--- config.mk ---
export PLATFORM = sky130hd
export DESIGN_NAME = pipe_stage_reg
export DESIGN_NICKNAME = d
export VERILOG_FILES = /design/src/rtl/pipe_pkg.sv /design/src/rtl/pipe_sat_counter.sv /design/src/rtl/pipe_stage_reg.sv
export SDC_FILE = /design/constraint.sdc
export NUM_CORES = 1
export LEC_CHECK = 0
export CORE_MARGIN = 1
export CORE_UTILIZATION = 35
export CTS_BUF_LIST = sky130_fd_sc_hd__clkbuf_8 sky130_fd_sc_hd__clkbuf_16
export DETAILED_ROUTE_END_ITERATION = 10
export SETUP_SLACK_MARGIN = 0.02
export SLEW_MARGIN = 10
export SYNTH_ARGS = -nofsm -noshare
export SYNTH_HDL_FRONTEND = slang
export SYNTH_HIERARCHICAL = 1
export SYNTH_SLANG_ARGS = --single-unit
--- constraint.sdc ---
create_clock -name clk_i -period 4.2 [get_ports clk_i]
set_clock_uncertainty 0.2 [all_clocks]
set_input_delay 0.84 -clock clk_i [delete_from_list [all_inputs] [get_ports clk_i]]
set_output_delay 0.84 -clock clk_i [all_outputs]
set_load 0.005 [all_outputs]
--- src/rtl/pipe_pkg.sv ---
// Shared types and constants for the pipeline stage register.
// Holds the occupancy state encoding and the default counter width.
package pipe_pkg;

    typedef enum logic [1:0] {
        EMPTY = 2'd0,
        ONE   = 2'd1,
        TWO   = 2'd2
    } pipe_state_t;

    localparam int PIPE_CNT_W = 32;

endpackage

--- src/rtl/pipe_sat_counter.sv ---
// Saturating event counter: increments on inc_i, sticks at all-ones.
// Ports: clk_i, rst_n_i (async active-low), inc_i, cnt_o.
module pipe_sat_counter #(
    parameter int CNT_W = 32
) (
    input  logic             clk_i,
    input  logic             rst_n_i,
    input  logic             inc_i,
    output logic [CNT_W-1:0] cnt_o
);

    always_ff @(posedge clk_i or negedge rst_n_i) begin
        if (!rst_n_i) begin
            cnt_o <= '0;
        end else if (inc_i && (cnt_o != '1)) begin
            cnt_o <= cnt_o + CNT_W'(1);
        end
    end

endmodule

--- src/rtl/pipe_stage_reg.sv ---
// Pipeline stage register: valid/ready handshake, two-entry skid buffer,
// flush-to-bubble and global stall. Ports: clk_i, rst_n_i, stall_i,
// flush_i, in_valid_i/in_ready_o/in_data_i, out_valid_o/out_ready_i/
// out_data_o; stall_cnt_o/flush_cnt_o only when PIPE_STAGE_PERF_EN is
// defined (counter ports and logic vanish otherwise).
module pipe_stage_reg
    import pipe_pkg::*;
#(
    parameter int                DATA_W    = 64,
    parameter logic [DATA_W-1:0] FLUSH_VAL = '0,
    parameter int                CNT_W     = PIPE_CNT_W
) (
    input  logic              clk_i,
    input  logic              rst_n_i,
    input  logic              stall_i,
    input  logic              flush_i,
    input  logic              in_valid_i,
    output logic              in_ready_o,
    input  logic [DATA_W-1:0] in_data_i,
    output logic              out_valid_o,
    input  logic              out_ready_i,
    output logic [DATA_W-1:0] out_data_o
`ifdef PIPE_STAGE_PERF_EN
    ,
    output logic [CNT_W-1:0]  stall_cnt_o,
    output logic [CNT_W-1:0]  flush_cnt_o
`endif
);

    pipe_state_t       state_q, state_d;
    logic [DATA_W-1:0] main_q, main_d;
    logic [DATA_W-1:0] skid_q, skid_d;
    logic              in_fire;
    logic              out_fire;

    // Ready is a function of registered state only, so no
    // combinational path from out_ready_i back upstream.
    assign in_ready_o  = (state_q != TWO) && !stall_i;
    assign out_valid_o = (state_q != EMPTY) && !stall_i;
    assign out_data_o  = main_q;

    assign in_fire  = in_valid_i && in_ready_o;
    assign out_fire = out_valid_o && out_ready_i;

    always_comb begin
        state_d = state_q;
        main_d  = main_q;
        skid_d  = skid_q;
        if (!stall_i) begin
            if (flush_i) begin
                // Flush wins over a same-cycle accept: data dropped.
                state_d = EMPTY;
                main_d  = FLUSH_VAL;
                skid_d  = FLUSH_VAL;
            end else begin
                unique case (state_q)
                    EMPTY: begin
                        if (in_fire) begin
                            main_d  = in_data_i;
                            state_d = ONE;
                        end
                    end
                    ONE: begin
                        if (in_fire && out_fire) begin
                            main_d = in_data_i;
                        end else if (in_fire) begin
                            skid_d  = in_data_i;
                            state_d = TWO;
                        end else if (out_fire) begin
                            state_d = EMPTY;
                        end
                    end
                    TWO: begin
                        if (out_fire) begin
                            main_d  = skid_q;
                            state_d = ONE;
                        end
                    end
                    default: begin
                        state_d = EMPTY;
                    end
                endcase
            end
        end
    end

    always_ff @(posedge clk_i or negedge rst_n_i) begin
        if (!rst_n_i) begin
            state_q <= EMPTY;
            main_q  <= FLUSH_VAL;
            skid_q  <= FLUSH_VAL;
        end else begin
            state_q <= state_d;
            main_q  <= main_d;
            skid_q  <= skid_d;
        end
    end

`ifdef PIPE_STAGE_PERF_EN
    logic flush_hit;

    // Only flushes that actually kill a held entry are counted.
    assign flush_hit = !stall_i && flush_i && (state_q != EMPTY);

    pipe_sat_counter #(
        .CNT_W (CNT_W)
    ) u_stall_cnt (
        .clk_i   (clk_i),
        .rst_n_i (rst_n_i),
        .inc_i   (stall_i),
        .cnt_o   (stall_cnt_o)
    );

    pipe_sat_counter #(
        .CNT_W (CNT_W)
    ) u_flush_cnt (
        .clk_i   (clk_i),
        .rst_n_i (rst_n_i),
        .inc_i   (flush_hit),
        .cnt_o   (flush_cnt_o)
    );
`else
    // Performance counters absent; handshake logic is unchanged.
`endif

endmodule
# Yosys cells after proc, flatten, opt, wreduce, memory -nomap -nowiden
# Cells that the tools add are included.
word_totals:
  regBits: 130
  input_bits: 70
  elab_cells: 42
classes:
  eq_ne: 9
  bitwise_logic: 1
  reduce_logical: 14
  mux: 15
ops:
  columns: ["operator", "count"]
  rows:
  - ["two-way mux 64 bit", 7]
  - ["one-hot mux 64 bit (3 select lines)", 1]
  - ["two-way mux 2 bit", 6]
  - ["!= test 3 bit (second input constant)", 4]
  - ["AND reduction 5 bit", 2]
  - ["one-hot mux 2 bit (3 select lines)", 1]
  - ["nonzero test 2 bit", 3]
  - ["logical AND 1 bit", 5]
  - ["!= test 2 bit (second input constant)", 2]
  - ["!= test 4 bit (second input constant)", 1]
  - ["AND reduction 4 bit", 1]
  - ["nonzero test 4 bit", 1]
  - ["== test 2 x 1 -> 1 bit (second input constant)", 1]
  - ["== test 2 bit (second input constant)", 1]
  - ["zero test 2 bit", 1]
  - ["zero test 1 bit", 1]
  - ["NOT 1 bit", 1]

# Longest topological paths before layout
depth:
  ltp_word: 8
  ltp_mapped: 8

# Worst setup path after synthesis
# Ideal clock, no wire load.
synth_timing:
  kind: "register to output"
  start: "reg state_q[0]"
  end: "out in_ready_o"
  n_path_buf: 3
  setup_slack_ps: 2147
  arrival_time_ps: 1013
  t_required_ps: 3160
  path_stages_with_launch: 6
  path_cell_list: "dfrtp_1 -> buf_2 -> nor2_1 -> buf_4 -> buf_6 -> nor2_1"
synth_via:
  elab_chain_cells: 2
synth_rtl:
  columns: ["element", "line", "source"]
  rows:
  - ["from (decl)", "pipe_stage_reg.sv:30", "pipe_state_t state_q, state_d;"]
  - ["from (signal assigned)", "pipe_stage_reg.sv:93", "state_q <= state_d;"]
  - ["!= test 2 bit", "pipe_stage_reg.sv:38", "assign in_ready_o = (state_q != TWO) && !stall_i;"]
  - ["logical AND 1 bit", "pipe_stage_reg.sv:38", null]
  - ["to (decl)", "pipe_stage_reg.sv:18", "output logic in_ready_o,"]
# Every way passes these cells.

# Final worst setup path
layout_timing:
  start: "in stall_i"
  end: "out out_valid_o"
layout_via:
  elab_chain_cells: 2
layout_rtl:
  columns: ["element", "line", "source"]
  rows:
  - ["from (decl)", "pipe_stage_reg.sv:15", "input logic stall_i,"]
  - ["zero test 1 bit", null, null]
  - ["logical AND 1 bit", "pipe_stage_reg.sv:39", "assign out_valid_o = (state_q != EMPTY) && !stall_i;"]
  - ["to (decl)", "pipe_stage_reg.sv:20", "output logic out_valid_o,"]
# Every way passes these cells.

==> flow_summary.yaml <==
outcome:
  status: "finished clean"
cts:
  cts_sinks: 130
  clk_pin_slew_worst_paths_ns: 0.05
  cts_tree: "done"
  root_buffer: "clkbuf_16"
  htree_levels: 4
  clock_latency_ns: 0.41
  cts-resized-gates: 0
  cts.path.max_buffers: 2
  cts_setup_buffers: 0
  cts_buffers: 17
  cts_hold_buf: 0
flow_run:
  maxCapViolations: 0
finish:
  finalInstanceArea_um2: 7860
  multi_input_area_um2: 2340
  area_growth_pct: 34.2
  fillers: 1463
  drive_gt1_share_pct: 7.00
  final-seq-area_um2: 3250
  nets: 704
  antenna_cells: 0
placement:
  dp_hpwl_mm: 8.54
  gp_congestion: 0.771
  place_area_um2: 7290
  port_buffers: 135
timing:
  rsz0062_at_grt: "false"
  hold_viol: 0
  setup_viol: 0
  fin_crit_ns: 3.14
  setup_tns_ns: 0
  worstMarginPinSlew_ns: 1.16
  slew-limit-headroom_pct: 22.8
  slew_violations: 0
  min_period_over_period_pct: 74.6
  max_freq_mhz: 319
drt:
  postRouteWirelength_mm: 14.2
  avgRoutedWirePerCell_um: 16.5
  first_pass_iters: 4
  drtIter0Drc: 251
  ant_nets: 0
  vias_per_cell: 4.91
  drc: 0
  via_count: 4216
synthesis:
  ys_seq_area_share_pct: 55.5
  synth_cell_types: 25
  syn_area_per_cell_um2: 11.4
  synth.area.top_cells: "dfrtp_1, mux2i_1, o2bb2ai_1, nand2b_1, o21ai_0"
  yosys_warnings: 6
  synthesis.area_um2: 5860
  synth_nets: 586
  synthCells: 516
  ys_ff_latch: 130
  synth.top_cell.area_share_pct: 55.5
  yosys.area.top_type: "dfrtp_1"
grt:
  antenna_found_initial: 0
  grt_pass1_vias: 4503
  grt_pass1_wl_mm: 23.7
  grt_overflow_total: 0
  grt_max_degree: 129
  grt_usage_pct: 17.4
power:
  p_int_uw: 2610
  p_sw_uw: 812
  p_per_area_nw_per_um2: 435
  seq_power_share_pct: 43.1
  p_leak_uw: 0.00317
  finalPower_uw: 3420
  ir_drop_mv: 0.351
  swShare_pct: 23.8
  pwr-share-clk_pct: 42.1
  combPwrFrac_pct: 14.8
floorplan:
  start_util_pct: 36.4
  num_rows: 46
  die_x_um: 131
  dieArea_um2: 17300
  core_um2: 16100
  die_y_um: 131
  ios: 136
worst_setup_path:
  cp.arrival_ns: 2.10
  startpoint_type: "primary input"
  path_class: "in2out"
  worstPathMaxFanout: 8
  required_ns: 3.16
  end_kind: "output port"
worst_hold_path:
  hp-class: "reg2reg"
per-layer routing:
layer	GRT usage, %	share of wire, %	vias to the layer above
met1	22.8	48	2046
li1	-	-	2041
met4	6.65	1.4	0
met3	4.98	4.6	14
met2	27.4	46	115
met5	0	0	-
cell usage after synthesis:
master	number
a211oi_1	1
a31oi_1	1
and4bb_1	1
buf_2	11
buf_4	8
buf_6	6
buf_8	3
clkbuf_1	10
clkbuf_2	4
dfrtp_1	130
inv_1	1
mux2i_1	64
nand2_1	69
nand2b_1	65
nand3b_1	1
nor2_1	5
nor2b_1	1
nor3_1	1
o21ai_0	55
o21ai_1	6
o21ai_2	6
o21bai_1	1
o21bai_2	1
o2bb2ai_1	64
xnor2_1	1
stage by stage:
stage                     std cells  hold WS, ns  utilization, %  worst slack (ns)
after global placement          831        0.259            45.2              1.10
final                           859        0.276            48.8              1.06
after floorplan                 516        0.248               -              2.15
after CTS                       859        0.279            48.8              1.08
after detailed placement        831        0.268            45.2              1.02
after global routing            859        0.299            48.8              1.03
layout make-up:
class                   instances  area share, %
repair buffers                141           18.0
well taps                     216           3.44
multi-input cells             343           29.8
clock inverters                 6           1.03
clock buffers                  22           6.29
flip-flops and latches        130           41.4
inverters                       1         0.0477
flip-flops by register name, summed over array words and instances (netlist names):
| name | cells |
|---|---|
| out_data_o | 64 |
| state_q | 2 |
| skid_q | 64 |
placed cells by master (no fill, tap or decap), types with 2 or more instances in the layout:
master | Yosys | final
buf_12 | 0 | 2
buf_4 | 8 | 5
bufinv_16 | 0 | 2
clkbuf_16 | 0 | 17
clkbuf_8 | 0 | 5
clkdlybuf4s50_1 | 0 | 133
clkinv_2 | 0 | 2
dfrtp_1 | 130 | 130
inv_1 | 1 | 2
mux2i_1 | 64 | 64
nand2_1 | 69 | 68
nand2b_1 | 65 | 65
nor2_1 | 5 | 4
o21ai_0 | 55 | 55
o21ai_1 | 6 | 6
o21ai_2 | 6 | 6
o21bai_4 | 0 | 2
o2bb2ai_1 | 64 | 64
power groups by stage:
stage                     Combinational (uW)  Sequential (uW)  Clock (uW)
after floorplan                          236             1480           0
after global placement                   499             1490           0
after detailed placement                 512             1490           0
after CTS                                514             1470        1480
after global routing                     557             1490        1530
final                                    504             1470        1440
critical path, stage by stage:
cell and delay [ns]:
clkdlybuf4s50_1 0.54, nor2_1 0.18, clkdlybuf4s50_1 0.54
cells by family (layout without fill, tap and decap cells):
| family | count (synthesis) | count (layout) | share of synthesized area [%] |
|---|---|---|---|
| AND/OR/NAND/NOR | 143 | 143 | 12.2 |
| AO/OA/AOI/OAI | 135 | 135 | 16.2 |
| XOR/XNOR | 1 | 1 | 0.150 |
| buffers and inverters | 43 | 170 | 4.93 |
| flip-flops | 130 | 130 | 55.5 |
| multiplexers | 64 | 64 | 10.9 |
worst paths after layout:
check | from | end | slack [ns] | cells past startpoint
worst max-delay path | stall_i | out_valid_o | 1.06 | 3
worst min-delay path | skid_q[57]$_DFFE_PN0P_ | skid_q[57]$_DFFE_PN0P_ | 0.28 | 2
worst max register to register | state_q[1]$_DFFE_PN0P_ | out_data_o[36]$_DFFE_PN0P_ | 1.85 | 5
worst min register to register | skid_q[57]$_DFFE_PN0P_ | skid_q[57]$_DFFE_PN0P_ | 0.28 | 2
max in group asynchronous | rst_n_i | skid_q[23]$_DFFE_PN0P_ | 2.59 | 2
min in group asynchronous | rst_n_i | skid_q[61]$_DFFE_PN0P_ | 0.34 | 1
Power figures use the tool's default switching activity.
==> RTL change 1: new RTL, same settings <==
Encoding of `pipe_state_t`: now one-hot (3 bits for 3 states).
--- a/src/rtl/pipe_pkg.sv
+++ b/src/rtl/pipe_pkg.sv
@@ -3,8 +3,8 @@
 package pipe_pkg;
 
-    typedef enum logic [1:0] {
-        EMPTY = 2'd0,
-        ONE   = 2'd1,
-        TWO   = 2'd2
+    typedef enum logic [2:0] {
+        EMPTY = 3'b001,
+        ONE   = 3'b010,
+        TWO   = 3'b100
     } pipe_state_t;
 
Behaviour: no difference found for any inputs over 4 cycles, from zero or initial values and one cycle with rst_n_i low; so few cycles prove little.
==> RTL change 1 against the original RTL <==
  * Wire length up 7.8%
  * Sequential cell count up 1
  * Power up 10%
  * Setup slack worse by 330 ps
  * Cell count up 2.8%
  * Critical path depth up 1
  * Cell area up 4.7%
  * Synthesized area up 4.1%
  * Critical endpoint is now in_ready_o
  * Highest routed layer unchanged
==> RTL change 1: results (changes against the original RTL) <==
metric,value,unit,change
share of layout cells above drive strength 1,0.167,,was 0.0700
GR Layer Usage met3,0.0488,,was 0.0498
Max rail drop VDD,0.255,mV,was 0.351 mV
Clk. pwr,0.00164,W,was 0.00144 W
Mapped Cells,533,,was 516
met1 WL,7150,um,was 6830 um
Initial DRC Count,249,,was 251
multi-input gate share of the layout cell area,0.309,,was 0.298
DP Cell Count,851,,was 831
largest net degree at the start of global routing,84,,was 129
comb pwr,0.000661,W,was 0.000504 W
# Taps,220,,was 216
nonclk inv count,4,,was 1
NonClk Buf Share,0.177,,was 0.180
gr usage total,0.184,,was 0.174
Critical-path top delay cell,buf_4,,was clkdlybuf4s50_1
clock power share,0.436,,was 0.421
Hold Crit Class,primary input to async pin,,was flip-flop to flip-flop
Avg Vias per Cell,5.22,,was 4.91
worst stage delay on the critical path,640,ps,was 540 ps
mux contribution to synthesized area,0.155,,was 0.109
final wirelength,15300,um,"was 14,200 um"
fraction of area in registers,0.399,,was 0.414
GPL Wtd Cong,0.753,,was 0.771
Net Switching,0.000862,W,was 0.000812 W
Filler cells,1511,,"was 1,463"
status,finished clean,,unchanged
Nets,720,,was 704
Non-clock buffers,144,,was 141
Clock Network Area Fraction,0.0801,,was 0.0732
crit path DAT,2430,ps,was 2100 ps
M2 GR Usage,0.287,,was 0.274
register area share after synthesis,0.538,,was 0.555
Worst Path Max Fanout,66,,was 8
placed inst area,0.00757,mm2,was 0.00729 mm2
CLK BUF,19,,was 22
first-pass GRT wire length,25600,um,"was 23,700 um"
post-synthesis compound-gate area fraction,0.162,,about the same
"Distinct cells, synth",34,,was 25
Area contributors post-synth,"dfrtp_1 (53%), mux2_4 (15%), a22o_1 (9.2%), nand2_1 (7.9%), a21oi_1 (5.5%)",,"was dfrtp_1 (56%), mux2i_1 (11%), o2bb2ai_1 (9.6%), nand2b_1 (6.9%), o21ai_0 (4.7%)"
==> RTL change 1: cell count changes after synthesis, moves of 14 or more <==
cell,unedited run,this run
a21oi_1,0,67
a22o_1,0,64
mux2i_1,64,0
nand2b_1,65,1
o2bb2ai_1,64,0
mux2_4,0,60
nand2_1,69,128
o21ai_0,55,1
buf_2,11,25
==> RTL change 1: final timing paths <==
path / startpoint / endpoint / slack (ps) / depth (start not counted)
min in group clk_i: out_data_o[14] / out_data_o[14] / 290 / 1
max in group asynchronous: rst_n_i / state_q[0] / 2630 / 2
hold reg to reg: out_data_o[14] / out_data_o[14] / 290 / 1
setup reg to reg: state_q[1] / out_data_o[41] / 1330 / 5
hold / removal: rst_n_i / skid_q[24] / 280 / 1
setup / recovery: state_q[2] / in_ready_o / 730 / 4
==> RTL change 1: cells by family (layout without fill, tap and decap cells) <==
group	after synthesis	in the layout
simple gates	145	145
mux	64	64
xor+xnor	1	1
compound gates	142	142
buf+inv	50	180
flops	131	131
==> RTL change 2: new RTL, same flow settings <==
Without the edit above. Change the parameter `DATA_W` from 64 to 32.
--- a/src/rtl/pipe_stage_reg.sv
+++ b/src/rtl/pipe_stage_reg.sv
@@ -7,5 +7,5 @@
     import pipe_pkg::*;
 #(
-    parameter int                DATA_W    = 64,
+    parameter int                DATA_W    = 32,
     parameter logic [DATA_W-1:0] FLUSH_VAL = '0,
     parameter int                CNT_W     = PIPE_CNT_W
Interface: changed (resized in_data_i and out_data_o); port bits go from 136 to 72. The function was not compared with the original's and may differ.
==> RTL change 2 against the original RTL <==
  * Wire length fell by 51%
  * Count of clock-buffer cells in the layout fell by 11
  * Cell count fell by 48%
  * Maximum frequency fell by 0.50%
  * Cell area fell by 49%
  * Synthesized area fell by 47%
  * Critical path depth did not move
  * Power fell by 54%
  * Die area fell by 47%
  * Largest cell class unchanged
  * Global-route usage fell by 0.82 points
  * Sequential cell count fell by 64
  * Setup slack got worse by 16 ps
==> RTL change 2: results (changes against the original RTL) <==
metric,value,unit,change
GR Layer Usage met3,0.0466,,was 0.0498
antenna violations before repair,0,,unchanged
post-CTS sizing,0,,unchanged
Worst path top cell family by delay,buffers and inverters,,unchanged
GPL Wtd Cong,0.673,,was 0.771
Leak Pwr,1.62,nW,was 3.17 nW
Hold Crit Class,flip-flop to flip-flop,,unchanged
Critical-path top delay cell,clkdlybuf4s50_1,,unchanged
Max rail drop VDD,0.222,mV,was 0.351 mV
Worst Path Max Fanout,8,,unchanged
crit path DAT,2110,ps,
number of port buffers,71,,was 135
"Clk Latency, worst-skew pair",330,ps,was 410 ps
largest net degree at the start of global routing,41,,was 129
Synth Net Count,308,,was 586
share of layout cells above drive strength 1,0.105,,was 0.0700
adder-cell area share of the yosys netlist,0,,unchanged
met1 Use GR,0.221,,was 0.228
Initial DRC Count,92,,was 251
M2 GR Usage,0.258,,was 0.274
worst stage delay on the critical path,560,ps,was 540 ps
met2 wire len,3150,um,was 6480 um
xor-xnor portion of the synthesized cell area,0.00284,,was 0.00150
Avg Vias per Cell,4.95,,was 4.91
Area contributors post-synth,"dfrtp_1 (53%), mux2i_1 (10%), o2bb2ai_1 (9.1%), nand2b_1 (6.7%), nand2_1 (4.5%)",,"was dfrtp_1 (56%), mux2i_1 (11%), o2bb2ai_1 (9.6%), nand2b_1 (6.9%), o21ai_0 (4.7%)"
Syn. warnings,6,,unchanged
htree depth,3,,was 4
met1 WL,3390,um,was 6830 um
status,finished clean,,unchanged
ys async rst share,1.00,,unchanged
vias in the first global route,2161,,"was 4,503"
first-pass GRT wire length,11300,um,"was 23,700 um"
DP HPWL,4330,um,was 8540 um
gr usage total,0.166,,was 0.174
Pre-Repair DR Iteration Count,4,,unchanged
Commonest cells post-synth,"dfrtp_1 (66), nand2_1 (37), nand2b_1 (33), mux2i_1 (32), o2bb2ai_1 (32)",,"was dfrtp_1 (130), nand2_1 (69), nand2b_1 (65), mux2i_1 (64), o2bb2ai_1 (64)"
mux contribution to synthesized area,0.104,,was 0.109
Root Driver,clkbuf_8,,was clkbuf_16
Num CTS Buffers,9,,was 17
metal3 WL,413,um,was 655 um
register area share after synthesis,0.535,,was 0.555
"Reg clk slew, reported paths",70,ps,was 50 ps
Avg WL per Cell,15.6,um,was 16.5 um
Filler cells,794,,"was 1,463"
"Slew Viols, Final",0,,unchanged
Slew Limit Headroom,0.469,,was 0.228
Nets,376,,was 704
"Distinct cells, synth",24,,was 25
post-synthesis compound-gate area fraction,0.173,,was 0.162
-- RTL change 2: cell type report --
cell class | count | area [um2] | area share
inverter | 1 | 3.75 | 0.000933
clock inverter | 5 | 52.6 | 0.0131
clock buffer | 11 | 151 | 0.0376
timing repair buffer | 77 | 763 | 0.190
sequential | 66 | 1650 | 0.410
multi-input combinational | 183 | 1270 | 0.316
tap | 105 | 131 | 0.0326
-- RTL change 2: per-stage QoR --
step	utilization	instance area (um2)	setup slack [ps]	cells	power [W]
4_1_cts	0.480	4020	1050	448	0.00159
5_1_grt	0.480	4020	976	448	0.00165
2_1_floorplan	-	3090	2210	270	0.000886
3_3_place_gp	0.456	3820	1060	432	0.00103
3_5_place_dp	0.456	3820	1060	432	0.00103
6_report	0.480	4020	1050	448	0.00156
-- RTL change 2: path summary, 6_finish.rpt --
check / slack [ps] / endpoint / start / depth (start not counted)
min in group asynchronous: 380 / out_data_o[21] / rst_n_i / 1
max in group asynchronous: 2470 / out_data_o[13] / rst_n_i / 2
worst max register to register: 2140 / out_data_o[19] / state_q[0] / 5
worst max-delay path: 1050 / in_ready_o / stall_i / 3
worst min register to register: 280 / skid_q[27] / skid_q[27] / 2
worst min-delay path: 280 / skid_q[27] / skid_q[27] / 2
-- RTL change 2: power by group --
part	total [W]	internal, W	switching (W)
combinational	0.000268	0.000151	0.000117
clock	0.000549	0.000304	0.000246
sequential	0.000746	0.000704	0.0000418
-- RTL change 2: kinds of logic after synthesis --
kind of cell,count (synthesis)
compound gates,71
xor+xnor,1
buf+inv,21
flops,66
mux,32
simple gates,79
-- RTL change 2: worst register-to-register path: cells and delay by family, from the launching register on --
| kind | cells | cell delay (ps) |
|---|---|---|
| AOI/OAI and AO/OA | 3 | 690 |
| buffers and inverters | 1 | 380 |
| DFF | 1 | 520 |
| and+or+nand+nor | 1 | 190 |
